`config.mk`:
```
export PLATFORM = sky130hd
export DESIGN_NAME = fma_sum_pipe
export DESIGN_NICKNAME = d
export VERILOG_FILES = /design/src/rtl/fma_pkg.sv /design/src/rtl/fma_sum_core.sv /design/src/rtl/fma_sum_pipe.sv
export SDC_FILE = /design/constraint.sdc
export NUM_CORES = 1
export LEC_CHECK = 0
export BUFFER_PORTS_ARGS = -buffer_cell sky130_fd_sc_hd__buf_2
export CAP_MARGIN = 15
export CORE_MARGIN = 2
export CORE_UTILIZATION = 30
export DETAILED_ROUTE_END_ITERATION = 12
export PLACE_DENSITY = 0.44
export SLEW_MARGIN = 20
export SYNTH_ARGS = -nofsm -noshare
export SYNTH_HDL_FRONTEND = slang
export SYNTH_SLANG_ARGS = --single-unit
```
`constraint.sdc`:
```
create_clock -name clk -period 2.58 [get_ports clk]
set_input_delay 0.516 -clock clk [delete_from_list [all_inputs] [get_ports clk]]
set_output_delay 0.516 -clock clk [all_outputs]
set_load 0.005 [all_outputs]
```
`src/rtl/fma_pkg.sv`:
```
`default_nettype none
// ============================================================================
// Module      : fma_pkg
// Description : Shared constants, the result-selection enum and the
//               case-selection helper for the FMA mantissa sum pipeline.
// Revision    : 1.0 - initial release
// ============================================================================
package fma_pkg;

  // Deepest pipeline the sum block can be configured for.
  localparam int FMA_SUM_MAX_STAGES = 4;

  // Which rule the sum core applies to the current operand pair.
  typedef enum logic [2:0] {
    SUM_BOTH_ZERO    = 3'd0,
    SUM_ADDEND_ZERO  = 3'd1,
    SUM_PRODUCT_ZERO = 3'd2,
    SUM_EFF_ADD      = 3'd3,
    SUM_EFF_SUB      = 3'd4
  } sum_case_e;

  // Priority-ordered selection: the zero flags override the arithmetic.
  function automatic sum_case_e sum_case(input logic z_zero,
                                         input logic no_product,
                                         input logic diff_sign);
    sum_case_e sel;
    if (z_zero && no_product) sel = SUM_BOTH_ZERO;
    else if (z_zero)          sel = SUM_ADDEND_ZERO;
    else if (no_product)      sel = SUM_PRODUCT_ZERO;
    else if (!diff_sign)      sel = SUM_EFF_ADD;
    else                      sel = SUM_EFF_SUB;
    return sel;
  endfunction

endpackage
`default_nettype wire

```
`src/rtl/fma_sum_core.sv`:
```
`default_nettype none
// ============================================================================
// Module      : fma_sum_core
// Description : Combinational signed-magnitude mantissa adder.
//   pm, am       : aligned product / addend mantissas (VEC_SIZE+1 bits)
//   diff_sign    : effective subtraction
//   no_product   : product is zero
//   z_zero       : addend is zero
//   sm           : sum magnitude
//   carry        : carry-out of an effective addition
//   swap         : addend larger in an effective subtraction (addend sign wins)
//   sum_zero     : sm is zero
// Revision    : 1.0 - initial release
// ============================================================================
module fma_sum_core
  import fma_pkg::*;
#(
  parameter int VEC_SIZE = 32
) (
  input  logic [VEC_SIZE:0] pm,
  input  logic [VEC_SIZE:0] am,
  input  logic              diff_sign,
  input  logic              no_product,
  input  logic              z_zero,
  output logic [VEC_SIZE:0] sm,
  output logic              carry,
  output logic              swap,
  output logic              sum_zero
);

  logic [VEC_SIZE+1:0] w_add_full;
  logic [VEC_SIZE:0]   w_pm_minus_am;
  logic [VEC_SIZE:0]   w_am_minus_pm;
  logic                w_am_gt_pm;
  sum_case_e           w_sel;

  // One extra bit keeps the carry of the widest possible addition.
  assign w_add_full    = {1'b0, pm} + {1'b0, am};
  assign w_pm_minus_am = pm - am;
  assign w_am_minus_pm = am - pm;
  assign w_am_gt_pm    = (am > pm);
  assign w_sel         = sum_case(z_zero, no_product, diff_sign);

  always_comb begin
    sm    = '0;
    carry = 1'b0;
    swap  = 1'b0;
    case (w_sel)
      SUM_BOTH_ZERO:    sm = '0;
      SUM_ADDEND_ZERO:  sm = pm;
      SUM_PRODUCT_ZERO: begin
        sm   = am;
        swap = diff_sign;
      end
      SUM_EFF_ADD:      {carry, sm} = w_add_full;
      SUM_EFF_SUB: begin
        // Equal operands take the pm-am path, giving zero with no swap.
        sm   = w_am_gt_pm ? w_am_minus_pm : w_pm_minus_am;
        swap = w_am_gt_pm;
      end
      default:          sm = '0;
    endcase
  end

  assign sum_zero = (sm == '0);

endmodule
`default_nettype wire

```
`src/rtl/fma_sum_pipe.sv`:
```
`default_nettype none
// ============================================================================
// Module      : fma_sum_pipe
// Description : Pipelined mantissa adder with valid/ready handshake and
//               STAGES (1..4) register slices after the combinational core.
//   clk, reset            : clock, asynchronous active-high reset
//   in_valid / in_ready   : input handshake
//   pm, am, diff_sign,
//   no_product, z_zero    : operand pair and flags
//   out_valid / out_ready : output handshake
//   sm, carry, swap,
//   sum_zero              : registered result of the final stage
// Revision    : 1.0 - initial release
// ============================================================================
module fma_sum_pipe
  import fma_pkg::*;
#(
  parameter int VEC_SIZE = 32,
  parameter int STAGES   = 2
) (
  input  logic              clk,
  input  logic              reset,
  input  logic              in_valid,
  output logic              in_ready,
  input  logic [VEC_SIZE:0] pm,
  input  logic [VEC_SIZE:0] am,
  input  logic              diff_sign,
  input  logic              no_product,
  input  logic              z_zero,
  output logic              out_valid,
  input  logic              out_ready,
  output logic [VEC_SIZE:0] sm,
  output logic              carry,
  output logic              swap,
  output logic              sum_zero
);

  if (STAGES < 1 || STAGES > FMA_SUM_MAX_STAGES) begin : g_bad_stages
    $error("fma_sum_pipe: STAGES must lie in 1..%0d", FMA_SUM_MAX_STAGES);
  end

  typedef struct packed {
    logic [VEC_SIZE:0] sm;
    logic              carry;
    logic              swap;
    logic              sum_zero;
  } sum_payload_t;

  sum_payload_t                w_core;
  logic [VEC_SIZE:0]           w_core_sm;
  logic                        w_core_carry;
  logic                        w_core_swap;
  logic                        w_core_zero;
  logic         [STAGES-1:0]   w_ready;
  logic         [STAGES-1:0]   w_valid;
  sum_payload_t [STAGES-1:0]   w_payload;
  sum_payload_t                w_out;

  fma_sum_core #(
    .VEC_SIZE (VEC_SIZE)
  ) u_core (
    .pm         (pm),
    .am         (am),
    .diff_sign  (diff_sign),
    .no_product (no_product),
    .z_zero     (z_zero),
    .sm         (w_core_sm),
    .carry      (w_core_carry),
    .swap       (w_core_swap),
    .sum_zero   (w_core_zero)
  );

  assign w_core = '{sm: w_core_sm, carry: w_core_carry,
                    swap: w_core_swap, sum_zero: w_core_zero};

  for (genvar gi = 0; gi < STAGES; gi++) begin : g_stage
    logic         valid_d;
    logic         valid_q;
    sum_payload_t payload_d;
    sum_payload_t payload_q;
    logic         up_valid;
    sum_payload_t up_payload;

    if (gi == 0) begin : g_src_core
      assign up_valid   = in_valid;
      assign up_payload = w_core;
    end else begin : g_src_prev
      assign up_valid   = w_valid[gi-1];
      assign up_payload = w_payload[gi-1];
    end

    // Unrolled ready chain: a stage can move unless it and every stage
    // downstream of it are occupied while the consumer is stalled.
    assign w_ready[gi] = out_ready | ~(&w_valid[STAGES-1:gi]);

    // Valid follows upstream whenever the slice can move, so bubbles
    // collapse; payload only changes on an actual transfer.
    always_comb begin
      valid_d   = valid_q;
      payload_d = payload_q;
      if (w_ready[gi]) begin
        valid_d = up_valid;
        if (up_valid) begin
          payload_d = up_payload;
        end
      end
    end

    always_ff @(posedge clk or posedge reset) begin
      if (reset) begin
        valid_q   <= 1'b0;
        payload_q <= '0;
      end else begin
        valid_q   <= valid_d;
        payload_q <= payload_d;
      end
    end

    assign w_valid[gi]   = valid_q;
    assign w_payload[gi] = payload_q;
  end

  assign w_out     = w_payload[STAGES-1];
  assign in_ready  = w_ready[0];
  assign out_valid = w_valid[STAGES-1];
  assign sm        = w_out.sm;
  assign carry     = w_out.carry;
  assign swap      = w_out.swap;
  assign sum_zero  = w_out.sum_zero;

endmodule
`default_nettype wire

```
==> results.yml <==
logic_synthesis:
  ys_async_sr_fraction_pct: 100
  yosysWarningCount: 0
  synth_area_um2: 8940
  yosysUniqueCellTypes: 90
  synth_area_leaders: "dfrtp_1 (21%), ha_1 (14%), mux2_2 (6.5%)"
  synth_most_common_cell: "a21oi_1"
  synthFlopType: "dfrtp_1"
  ys_seq_area_share_pct: 20.7
  synth_commonest_cells: "a21oi_1 (116), inv_1 (102), ha_1 (98)"
  syn_inst: 1129
  yosys.area.top_type_share_pct: 20.7
  synth_fp_nets: 1303
  synth-edff-count: 0
  synth_seq_cells: 74
  yosysTopAreaCell: "dfrtp_1"
  syn_area_per_cell_um2: 7.92
worst_hold_path:
  worstHoldPathType: "input pin to async pin"
cts:
  hold_buffers: 0
  htreeDepth: 3
  cts-buffers-inserted: 9
  path_clk_slew_ns: 0.05
  clk_path_buf_depth: 2
  cts_root_buf: "clkbuf_16"
  clk_latency_ns: 0.32
  clock-sinks: 74
  cts_tree: "done"
power_and_ir_drop:
  ir_drop_mv: 0.308
  leakage_nw: 7.38
  powerDensity_nw_per_um2: 436
route:
  vias: 10700
  drc_errors: 0
  first_iter_violations: 812
  routed_wl_um: 38900
  viasPerCell: 5.17
  antenna_left: 0
  drtPass1Iterations: 5
  wire_per_inst_um: 18.7
grt:
  grt_max_degree: 56
  grt_antenna_before_repair: 0
  grt_use_met3_pct: 1.29
  grt_overflow: 0
  grt_pass1_vias: 10500
  busiest_layer: "met2"
  met2_usage_pct: 41.4
  grt_use_met1_pct: 34.9
  gr-usage-all-layers_pct: 24.5
  grt_pass1_wl_um: 59700
timing:
  hold_viol: 0
  hold_slack_ns: 0.228
  worst_clock_skew_ns: 0.00470
  rsz0062_at_grt: "true"
  layout_min_cycle_time_ns: 4.07
  timing.fmax_mhz: 246
  setup_violations: 34
  drv_slew: 0
  tightest_slew_ns: 0.768
  worst_slack_ns: -1.49
  period_share_pct: 158
  slew_headroom_pct: 48.3
setup_path:
  worstPathMaxFanout: 4
  crit_chain: "buf_4, ha_4, nand4_1, or3_4, nor4_4, or2_4, o21ai_4, buf_12, mux2i_4, a221o_1, a222oi_1, buf_4, and4_1, and3_4, and4_1, nand4b_1, o41ai_2"
  critPathMaxStageDelay_ns: 0.50
  r2r_setup_slack_ns: 0.26
  start_kind: "input pin"
  crit_required_ns: 2.80
  setup.worst_path.start: "am[19]"
  crit_path_end: "g_stage[0].payload_q[0]"
  cpMaxStageDelayCell: "a222oi_1"
  r2r_end: "g_stage[0].payload_q[0]"
  cp.depth: 17
  worst-path-buf-inv: 3
  crit_family: "simple AND/OR/NAND/NOR gates"
  r2r_start: "g_stage[0].valid_q"
  cp.arrival_ns: 4.29
  end_kind: "flop"
  worst_r2r_path_depth: 11
  crit_type: "input pin to flop"
layout:
  multi_input_area_um2: 7950
  drive_gt1_share_pct: 54.1
  antenna_cells: 0
  final_nets: 1857
  area_growth_pct: 75.9
  nFillCells: 2841
  finalNonFillerCells: 2077
  final_util_pct: 53.3
  ff_latch_area_um2: 1850
flow_run:
  max_cap_violations: 0
floorplan:
  fp.dieH_um: 177
  ios: 111
  num_rows: 63
  initial_utilization_pct: 30.3
  core_area_um2: 29500
  fp.dieArea_um2: 31200
  die_w_um: 177
placement:
  gp_congestion: 0.977
  hpwl_um: 31000
  io_buffers: 110
  dpl.cell_count: 2011
run_status:
  status: "complete, but fails checks"
  violations: "setup timing"
-- cell families after synthesis --
logic type	share of synthesized area (%)
AO/OA/AOI/OAI	29.7
XOR/XNOR	2.94
adder cells (fa/ha/maj)	14.4
buffers and inverters	7.43
flip-flops	20.7
multiplexers	8.28
AND/OR/NAND/NOR	16.5
-- registers in the layout, indices dropped and copies added, names as in the netlist --
register and cells:
sum_zero 1, swap 1, sm 33, out_valid 1, g_stage.valid_q 1, g_stage.payload_q 36
carry 1
-- cell type report --
cell class                 instances  area share, %
clock buffer                      10           1.52
clock inverter                     5          0.653
inverter                         103           2.67
multi-input combinational        890           50.5
sequential                        74           11.8
tap                              390           3.10
timing repair buffer             605           29.7
-- report_power, final --
part           switching (mW)  internal, mW  leakage, nW
logic                    1.87          2.03         6.29
registers               0.132          1.42        0.928
clock network           0.445         0.963        0.165
total                    2.45          4.41         7.38
-- placed cells by master (no fill, tap or decap), types with 12 or more instances in the layout --
master   instances
a21o_1          17
a21oi_1         77
a21oi_2         34
a22oi_1         14
buf_2           86
buf_4          437
buf_6           75
dfrtp_1         74
ha_1            66
ha_4            28
inv_1           79
inv_2           18
mux2_2          44
nand2_1         73
nand4_1         14
nor2_1          71
nor3_1          16
o21a_1          12
o21ai_0         43
o21ai_1         15
o21ai_2         20
xnor2_1         22
-- how the worst min path moves through the flow --
stage / cells after the start / from / slack (ns) / endpoint
final: 2 / reset / 0.23 / sm[21]
after floorplan: 2 / g_stage[0].payload_q[1] / 0.44 / g_stage[0].payload_q[1]
after detailed placement: 2 / g_stage[0].payload_q[26] / 0.47 / g_stage[0].payload_q[26]
after global placement: 2 / g_stage[0].payload_q[9] / 0.46 / g_stage[0].payload_q[9]
after CTS: 2 / reset / 0.25 / sm[26]
after global routing: 2 / reset / 0.27 / sm[21]
-- metrics by stage --
| stage | total power [mW] | area [um2] | setup WS, ns | TNS (ns) |
|---|---|---|---|---|
| floorplan | 3.12 | 9240 | -1.24 | -16.30 |
| global placement | 4.73 | 13300 | -2.21 | -40.34 |
| detailed placement | 4.75 | 13300 | -2.29 | -41.08 |
| CTS | 6.60 | 14900 | -1.51 | -24.54 |
| global route | 7.26 | 15700 | -1.57 | -27.49 |
| finish | 6.86 | 15700 | -1.49 | -24.00 |
-- routing by layer --
layer,wire length [um],share of wire (%)
met2,18400,47
met5,0,0
met1,18000,46
met3,1860,4.8
met4,551,1.4
-- repair_timing --
item                                    in CTS  in global routing
endpoints found under the setup margin      34                 35
gates resized for setup                    229                141
pin swaps                                   87                 88
setup buffers                               37                 31
Note: power is estimated with default switching activity, not from simulation.
